===== src/rtl/nn_pkg.sv =====
// Shared constants and types for the MAC network: word geometry, bank layout
// and the weight-loader state encoding.
package nn_pkg;

  localparam int WIDTH     = 10;
  localparam int N_IN      = 16;
  localparam int N_OUT     = 4;
  localparam int N_WORDS   = N_OUT * (N_IN + 1);
  localparam int BIAS_BASE = N_OUT * N_IN;
  localparam int ADDR_W    = 7;

  typedef enum logic [1:0] {
    IDLE = 2'd0,
    LOAD = 2'd1,
    DONE = 2'd2
  } loader_state_t;

endpackage


===== src/rtl/weight_bank_regs.sv =====
// 68x10 weight/bias register file: one write port, the whole bank exposed
// combinationally, and a registered read-back port.
module weight_bank_regs
  import nn_pkg::*;
(
  input  logic                       clk,
  input  logic                       reset,
  input  logic                       wr_en,
  input  logic [ADDR_W-1:0]          wr_addr,
  input  logic [WIDTH-1:0]           wr_data,
  input  logic [ADDR_W-1:0]          rd_addr,
  output logic [WIDTH-1:0]           rd_data,
  output logic [N_WORDS*WIDTH-1:0]   bank_flat
);

  logic [WIDTH-1:0] mem_r [N_WORDS];
  logic [WIDTH-1:0] rd_word_s;
  logic [WIDTH-1:0] rd_data_r;

  // Bank storage: single write per cycle, cleared by reset
  always_ff @(posedge clk or negedge reset) begin
    if (!reset) begin
      for (int i = 0; i < N_WORDS; i++) begin
        mem_r[i] <= '0;
      end
    end else if (wr_en && (wr_addr < ADDR_W'(N_WORDS))) begin
      mem_r[wr_addr] <= wr_data;
    end
  end

  // Read-back mux; addresses past the bank read as zero
  always_comb begin
    rd_word_s = '0;
    if (rd_addr < ADDR_W'(N_WORDS)) begin
      rd_word_s = mem_r[rd_addr];
    end else begin
      rd_word_s = '0;
    end
  end

  // Read-back register: samples the pre-write word, so same-cycle writes read old data
  always_ff @(posedge clk or negedge reset) begin
    if (!reset) begin
      rd_data_r <= '0;
    end else begin
      rd_data_r <= rd_word_s;
    end
  end

  assign rd_data = rd_data_r;

  // Flatten the bank, word i at bits [i*WIDTH +: WIDTH]
  always_comb begin
    bank_flat = '0;
    for (int i = 0; i < N_WORDS; i++) begin
      bank_flat[i*WIDTH +: WIDTH] = mem_r[i];
    end
  end

endmodule


===== src/rtl/weight_bank_loader.sv =====
// Streams 68 weight/bias words into the bank over valid/ready, then presents
// packed per-neuron weight vectors and biases with bank_valid.
module weight_bank_loader
  import nn_pkg::*;
(
  input  logic                    clk,
  input  logic                    reset,
  input  logic                    load_start,
  input  logic                    wr_valid,
  input  logic [WIDTH-1:0]        wr_data,
  output logic                    wr_ready,
  output logic                    bank_valid,
  output logic [N_IN*WIDTH-1:0]   ws3,
  output logic [N_IN*WIDTH-1:0]   ws2,
  output logic [N_IN*WIDTH-1:0]   ws1,
  output logic [N_IN*WIDTH-1:0]   ws0,
  output logic [WIDTH-1:0]        b3,
  output logic [WIDTH-1:0]        b2,
  output logic [WIDTH-1:0]        b1,
  output logic [WIDTH-1:0]        b0,
  input  logic [ADDR_W-1:0]       rd_addr,
  output logic [WIDTH-1:0]        rd_data
);

  localparam logic [ADDR_W-1:0] LAST_IDX = ADDR_W'(N_WORDS - 1);

  loader_state_t              state_r;
  logic [ADDR_W-1:0]          cnt_r;
  logic                       wr_ready_r;
  logic                       bank_valid_r;
  logic                       wr_en_s;
  logic [N_WORDS*WIDTH-1:0]   bank_flat_s;
  logic [N_IN*WIDTH-1:0]      ws_s [N_OUT];
  logic [WIDTH-1:0]           b_s  [N_OUT];

  // A restart pulse takes priority, so a coincident word is never stored
  assign wr_en_s = wr_valid & wr_ready_r & ~load_start;

  // Loader FSM with registered wr_ready / bank_valid
  always_ff @(posedge clk or negedge reset) begin
    if (!reset) begin
      state_r      <= IDLE;
      cnt_r        <= '0;
      wr_ready_r   <= 1'b0;
      bank_valid_r <= 1'b0;
    end else if (load_start) begin
      state_r      <= LOAD;
      cnt_r        <= '0;
      wr_ready_r   <= 1'b1;
      bank_valid_r <= 1'b0;
    end else begin
      case (state_r)
        IDLE: begin
          wr_ready_r   <= 1'b0;
          bank_valid_r <= 1'b0;
        end
        LOAD: begin
          if (wr_valid && wr_ready_r) begin
            cnt_r <= cnt_r + 7'd1;
            if (cnt_r == LAST_IDX) begin
              state_r      <= DONE;
              wr_ready_r   <= 1'b0;
              bank_valid_r <= 1'b1;
            end
          end
        end
        DONE: begin
          wr_ready_r   <= 1'b0;
          bank_valid_r <= 1'b1;
        end
        default: begin
          state_r      <= IDLE;
          cnt_r        <= '0;
          wr_ready_r   <= 1'b0;
          bank_valid_r <= 1'b0;
        end
      endcase
    end
  end

  assign wr_ready   = wr_ready_r;
  assign bank_valid = bank_valid_r;

  weight_bank_regs u_regs (
    .clk       (clk),
    .reset     (reset),
    .wr_en     (wr_en_s),
    .wr_addr   (cnt_r),
    .wr_data   (wr_data),
    .rd_addr   (rd_addr),
    .rd_data   (rd_data),
    .bank_flat (bank_flat_s)
  );

  // Neuron n owns words [(3-n)*16 ..], lowest-index word in the MSBs
  always_comb begin
    for (int n = 0; n < N_OUT; n++) begin
      ws_s[n] = '0;
      b_s[n]  = '0;
    end
    for (int n = 0; n < N_OUT; n++) begin
      for (int j = 0; j < N_IN; j++) begin
        ws_s[n][(N_IN-1-j)*WIDTH +: WIDTH] =
          bank_flat_s[((N_OUT-1-n)*N_IN + j)*WIDTH +: WIDTH];
      end
      b_s[n] = bank_flat_s[(BIAS_BASE + N_OUT - 1 - n)*WIDTH +: WIDTH];
    end
  end

  assign ws3 = ws_s[3];
  assign ws2 = ws_s[2];
  assign ws1 = ws_s[1];
  assign ws0 = ws_s[0];
  assign b3  = b_s[3];
  assign b2  = b_s[2];
  assign b1  = b_s[1];
  assign b0  = b_s[0];

endmodule


===== config.mk =====
export PLATFORM = sky130hd
export DESIGN_NAME = weight_bank_loader
export DESIGN_NICKNAME = d
export VERILOG_FILES = /design/src/rtl/nn_pkg.sv /design/src/rtl/weight_bank_regs.sv /design/src/rtl/weight_bank_loader.sv
export SDC_FILE = /design/constraint.sdc
export NUM_CORES = 1
export LEC_CHECK = 0
export ABC_AREA = 1
export CAP_MARGIN = 20
export CORE_AREA = 2 2 281 283
export CTS_CLUSTER_SIZE = 20
export DETAILED_ROUTE_END_ITERATION = 10
export DIE_AREA = 0 0 283 285
export PLACE_DENSITY = 0.74
export REMOVE_ABC_BUFFERS = 1
export SYNTH_ARGS = -nofsm -noshare
export SYNTH_HDL_FRONTEND = slang
export SYNTH_HIERARCHICAL = 1
export SYNTH_SLANG_ARGS = --single-unit

===== constraint.sdc =====
create_clock -name clk -period 2.45 [get_ports clk]
set_clock_uncertainty 0.15 [all_clocks]
set_input_delay 0.735 -clock clk [delete_from_list [all_inputs] [get_ports clk]]
set_output_delay 0.735 -clock clk [all_outputs]
set_load 0.005 [all_outputs]

==> results.txt <==
* Cell with the most instances after synthesis: nand2_1
- Once the floorplan was initialized, standard cells occupied 43.0% of the core.
* Hold Path Sink: state_r[0]$_DFFE_PN0P_
- Number of nets in the layout: 5,550
- Setup tns final: -0.00610 ns
* Share of synthesized cell area in full adder, half adder and majority cells: 0.149%
- The final-report hold violation count is 0.
- Port buffering added 712 buffers.
- R2R setup slack: 0.27 ns
- The worst register-to-register path has a depth of 12.
- Leading register cell type out of synthesis: dfrtp_1
- Post-synthesis sequential area ratio: 52.4%
- The via count of the first global-routing pass is 34.1k.
- Summing the areas of all and, or, nand and nor instances in the mapped netlist gives 25.6% of the synthesized area.
- Gate family responsible for the most delay along the worst path: buffers and inverters
- Peak supply drop: 446 uV
- Layout overhead on the synthesized area: 48.5%
- FF+latch area: 17,600 um2
- Flip-flop and latch count after synthesis: 701
* Cell with the largest stage delay on the worst path: clkdlybuf4s50_1
* Cell taking the most area after synthesis: dfrtp_1
- FF-to-FF Start: wr_ready$_DFFE_PN0P_
- At the later pin of the worst-skew pair, clock insertion delay measures 0.62 ns.
* Max-cap violations: 0
- Final RePlAce weighted congestion: 0.937
- The worst path uses 100% of the clock period.
- Summing all multi-input logic gate instances after layout gives 13,000 um2.
* Via count of the routed design: 36.1k
- DP Wirelength: 105 mm
- Antenna-violating nets left: 0
- The worst setup path is captured at an output port.
* Worst Setup Slack post-DPL: -0.423 ns
- After synthesis, the most frequently instantiated cells are nand2_1 (1,585), dfrtp_1 (701), o21ai_1 (403).
* Global-route wire length before repair: 218 mm
- The portion of synthesized area spent on multiplexers is 0%.
* Final setup violation count: 1
* Crit-path max cell delay: 0.53 ns
* Drt first pass iters: 6
- STA classifies the critical path startpoint as a flip-flop.
* Critical R2R Capture: u_regs/bank_flat[622]$_DFFE_PN0P_
- Crit Path Class: flip-flop to output port
- DRC violation total after the first TritonRoute iteration: 4,385
- Total of fill cells in the finished design: 6,443
- Leakage power total: 27.0 nW
- Measured along the x axis, the die boundary spans 283 um.
- TritonCTS clock tree: built
- The signal on the critical path passes through clkdlybuf4s50_1.
- The routed design could run at a clock period as short as 2.46 ns.
* Root Buffer: clkbuf_16
* Status: finished, violations left
* EDFF count, synth: 0
- Total buffers and inverters traversed by the critical path: 1
- Failing checks: negative setup slack
- Main area contributors after synthesis: dfrtp_1 (52%), nand2_1 (18%), o21ai_1 (6.0%)
* Async S/R FF share, synth: 100%
- Synthesis produced a netlist whose cell count is 4,424.
- Total clock sinks: 701
- In this run the count of I/O pins placed on the die edge is 713.
- Layout cell share with drive strength beyond 1: 15.2%
* Count of different cell masters after synthesis: 31
- Overall track demand over capacity in global routing: 35.7%
- Using the TritonRoute via totals, the vias-per-cell ratio works out to 5.45.
- Mean routed wirelength per cell: 22.5 um
- Warning count from the yosys run: 6
* Worst hold-check path type: flip-flop to flip-flop
* Fmax: 0.407 GHz
- On the final layout, the worst hold slack is 0.355 ns.
- Depth of the worst hold-timing path: 2
* Arrival time at the worst endpoint: 1.57 ns
- Crit-path max FO: 2
* Number of design rule violations left after detail routing: 0
- Overall die height: 285 um
- In the post-route analysis, the smallest setup slack over all paths is -0.00610 ns.
* Number of CTS-inserted buffers: 77
- Pin count of the biggest net entering global routing: 82
- Pin slew with the least headroom to its limit: 0.583 ns
* Clock-pin slew reported for the worst setup and hold paths after clock tree synthesis: 0.06 ns
* Share of the synthesized area in compound gates (AO/OA/AOI/OAI): 12.9%
* Yosys top cell area share: 52.4%
* Overall power after layout: 27.7 mW
* Die area: 80,700 um2
* H-Tree Level Count: 3
- Std cell rows: 103
- Dividing total power by cell area gives a power density of 558 nW/um2.
* Antenna violations before repair: 6
- Longest Clk Path Bufs: 3
* Critical path required time: 1.56 ns
- After synthesis, the largest family of logic cells by area is simple AND/OR/NAND/NOR gates.
* Placeable core region: 78,000 um2
* GRT Residual Overflow: 0
- XOR/XNOR share of the synthesized area: 0%
- The worst pin sits at a relative slew slack of 60.7%.
* Post-synthesis instance area: 33,500 um2
- Avg Cell Area, Syn: 7.57 um2
- Max-slew violation count: 0
- The startpoint identified for the worst hold timing path is state_r[0]$_DFFE_PN0P_.
- Final wirelength: 149 mm
==> where the power goes <==
| part | switching [mW] | internal (mW) |
|---|---|---|
| sequential | 0.249 | 11.8 |
| combinational | 2.10 | 1.43 |
| clock | 4.93 | 7.18 |
==> cell families (layout without fill, tap and decap cells) <==
family,Yosys count,count (layout)
DFF,701,701
and+or+nand+nor,2146,2146
buffers and inverters,728,1885
AOI/OAI and AO/OA,845,845
adders and majority gates,4,4
other,0,2
==> sequential cells by signal, indices dropped and copies added, names as in the netlist <==
signal and cells:
state_r 2, u_regs/bank_flat 680, bank_valid 1, u_regs/rd_data 10, wr_ready 1, cnt_r 7
==> layout make-up <==
class,count,share of cell area (%)
multi-input combinational,2995,26.0
tap,1050,2.64
inverter,392,3.00
timing repair buffer,1358,27.7
antenna,2,0.0101
clock buffer,111,4.72
sequential,701,35.3
clock inverter,24,0.566
==> cell usage in the layout (no fill, tap or decap), types with 2 or more instances in the layout <==
cell,netlist,final
inv_1,374,366
nor2_4,5,6
o21ai_1,403,403
o22ai_1,10,10
inv_6,0,2
clkdlybuf4s50_1,0,330
clkinv_8,0,2
clkbuf_8,0,21
clkbuf_1,129,9
ha_1,4,4
nand3_1,313,313
or2_2,4,4
buf_8,0,2
diode_2,0,2
nand2_2,2,2
o211ai_1,21,21
nand2_4,3,3
dlymetal6s2s_1,0,139
nor3_2,6,7
dlygate4sd2_1,0,238
clkbuf_16,0,81
clkinv_4,0,2
dfrtp_1,701,683
buf_4,12,505
dfrtp_2,0,18
buf_2,173,2
bufinv_16,0,5
nand2_1,1585,1585
nand4_1,2,2
clkinv_2,0,14
nor2_1,220,220
inv_4,2,2
buf_12,0,140
o21ai_0,341,341
inv_2,14,21
nor2_2,3,2
a21oi_1,68,68
==> worst max-delay path by stage <==
| stage | startpoint | endpoint | cells past startpoint | slack (ns) |
|---|---|---|---|---|
| floorplan | rd_addr[0] | u_regs/rd_data[4]$_DFF_PN0_ | 9 | -1.41 |
| global placement | rd_addr[0] | u_regs/rd_data[9]$_DFF_PN0_ | 17 | -0.40 |
| detailed placement | rd_addr[0] | u_regs/rd_data[9]$_DFF_PN0_ | 17 | -0.42 |
| CTS | u_regs/bank_flat[345]$_DFFE_PN0P_ | ws1[135] | 1 | 0.00005 |
| global route | u_regs/bank_flat[135]$_DFFE_PN0P_ | ws3[25] | 1 | -0.02 |
| finish | u_regs/bank_flat[215]$_DFFE_PN0P_ | ws2[105] | 1 | -0.006 |
==> per-stage QoR <==
| stage | std cells | cell area [um2] | util, % |
|---|---|---|---|
| after global placement | 6178 | 44600 | 57.3 |
| after detailed placement | 6178 | 44600 | 57.3 |
| after floorplan | 4088 | 32000 | - |
| after CTS | 6550 | 48800 | 62.6 |
| final | 6633 | 49700 | 63.8 |
| after global routing | 6632 | 49700 | 63.8 |
==> layer usage <==
metal	GRT usage [%]	vias up	part of all wire, %	wire, um
li1	-	16198	-	-
met1	45.4	17159	38	56400
met2	56.7	2270	46	68400
met3	7.49	497	9.8	14700
met4	20.4	6	6.6	9820
met5	0	-	0.027	40
==> what timing repair did <==
action | CTS | global route
hold buffers | 1 | 0
resized for setup | 256 | 139
hold endpoints to repair | 34 | 0
setup buffers | 236 | 81
endpoints found under the setup margin | 407 | 199
pin swaps | 0 | 0
(Power assumes the default switching activity.)
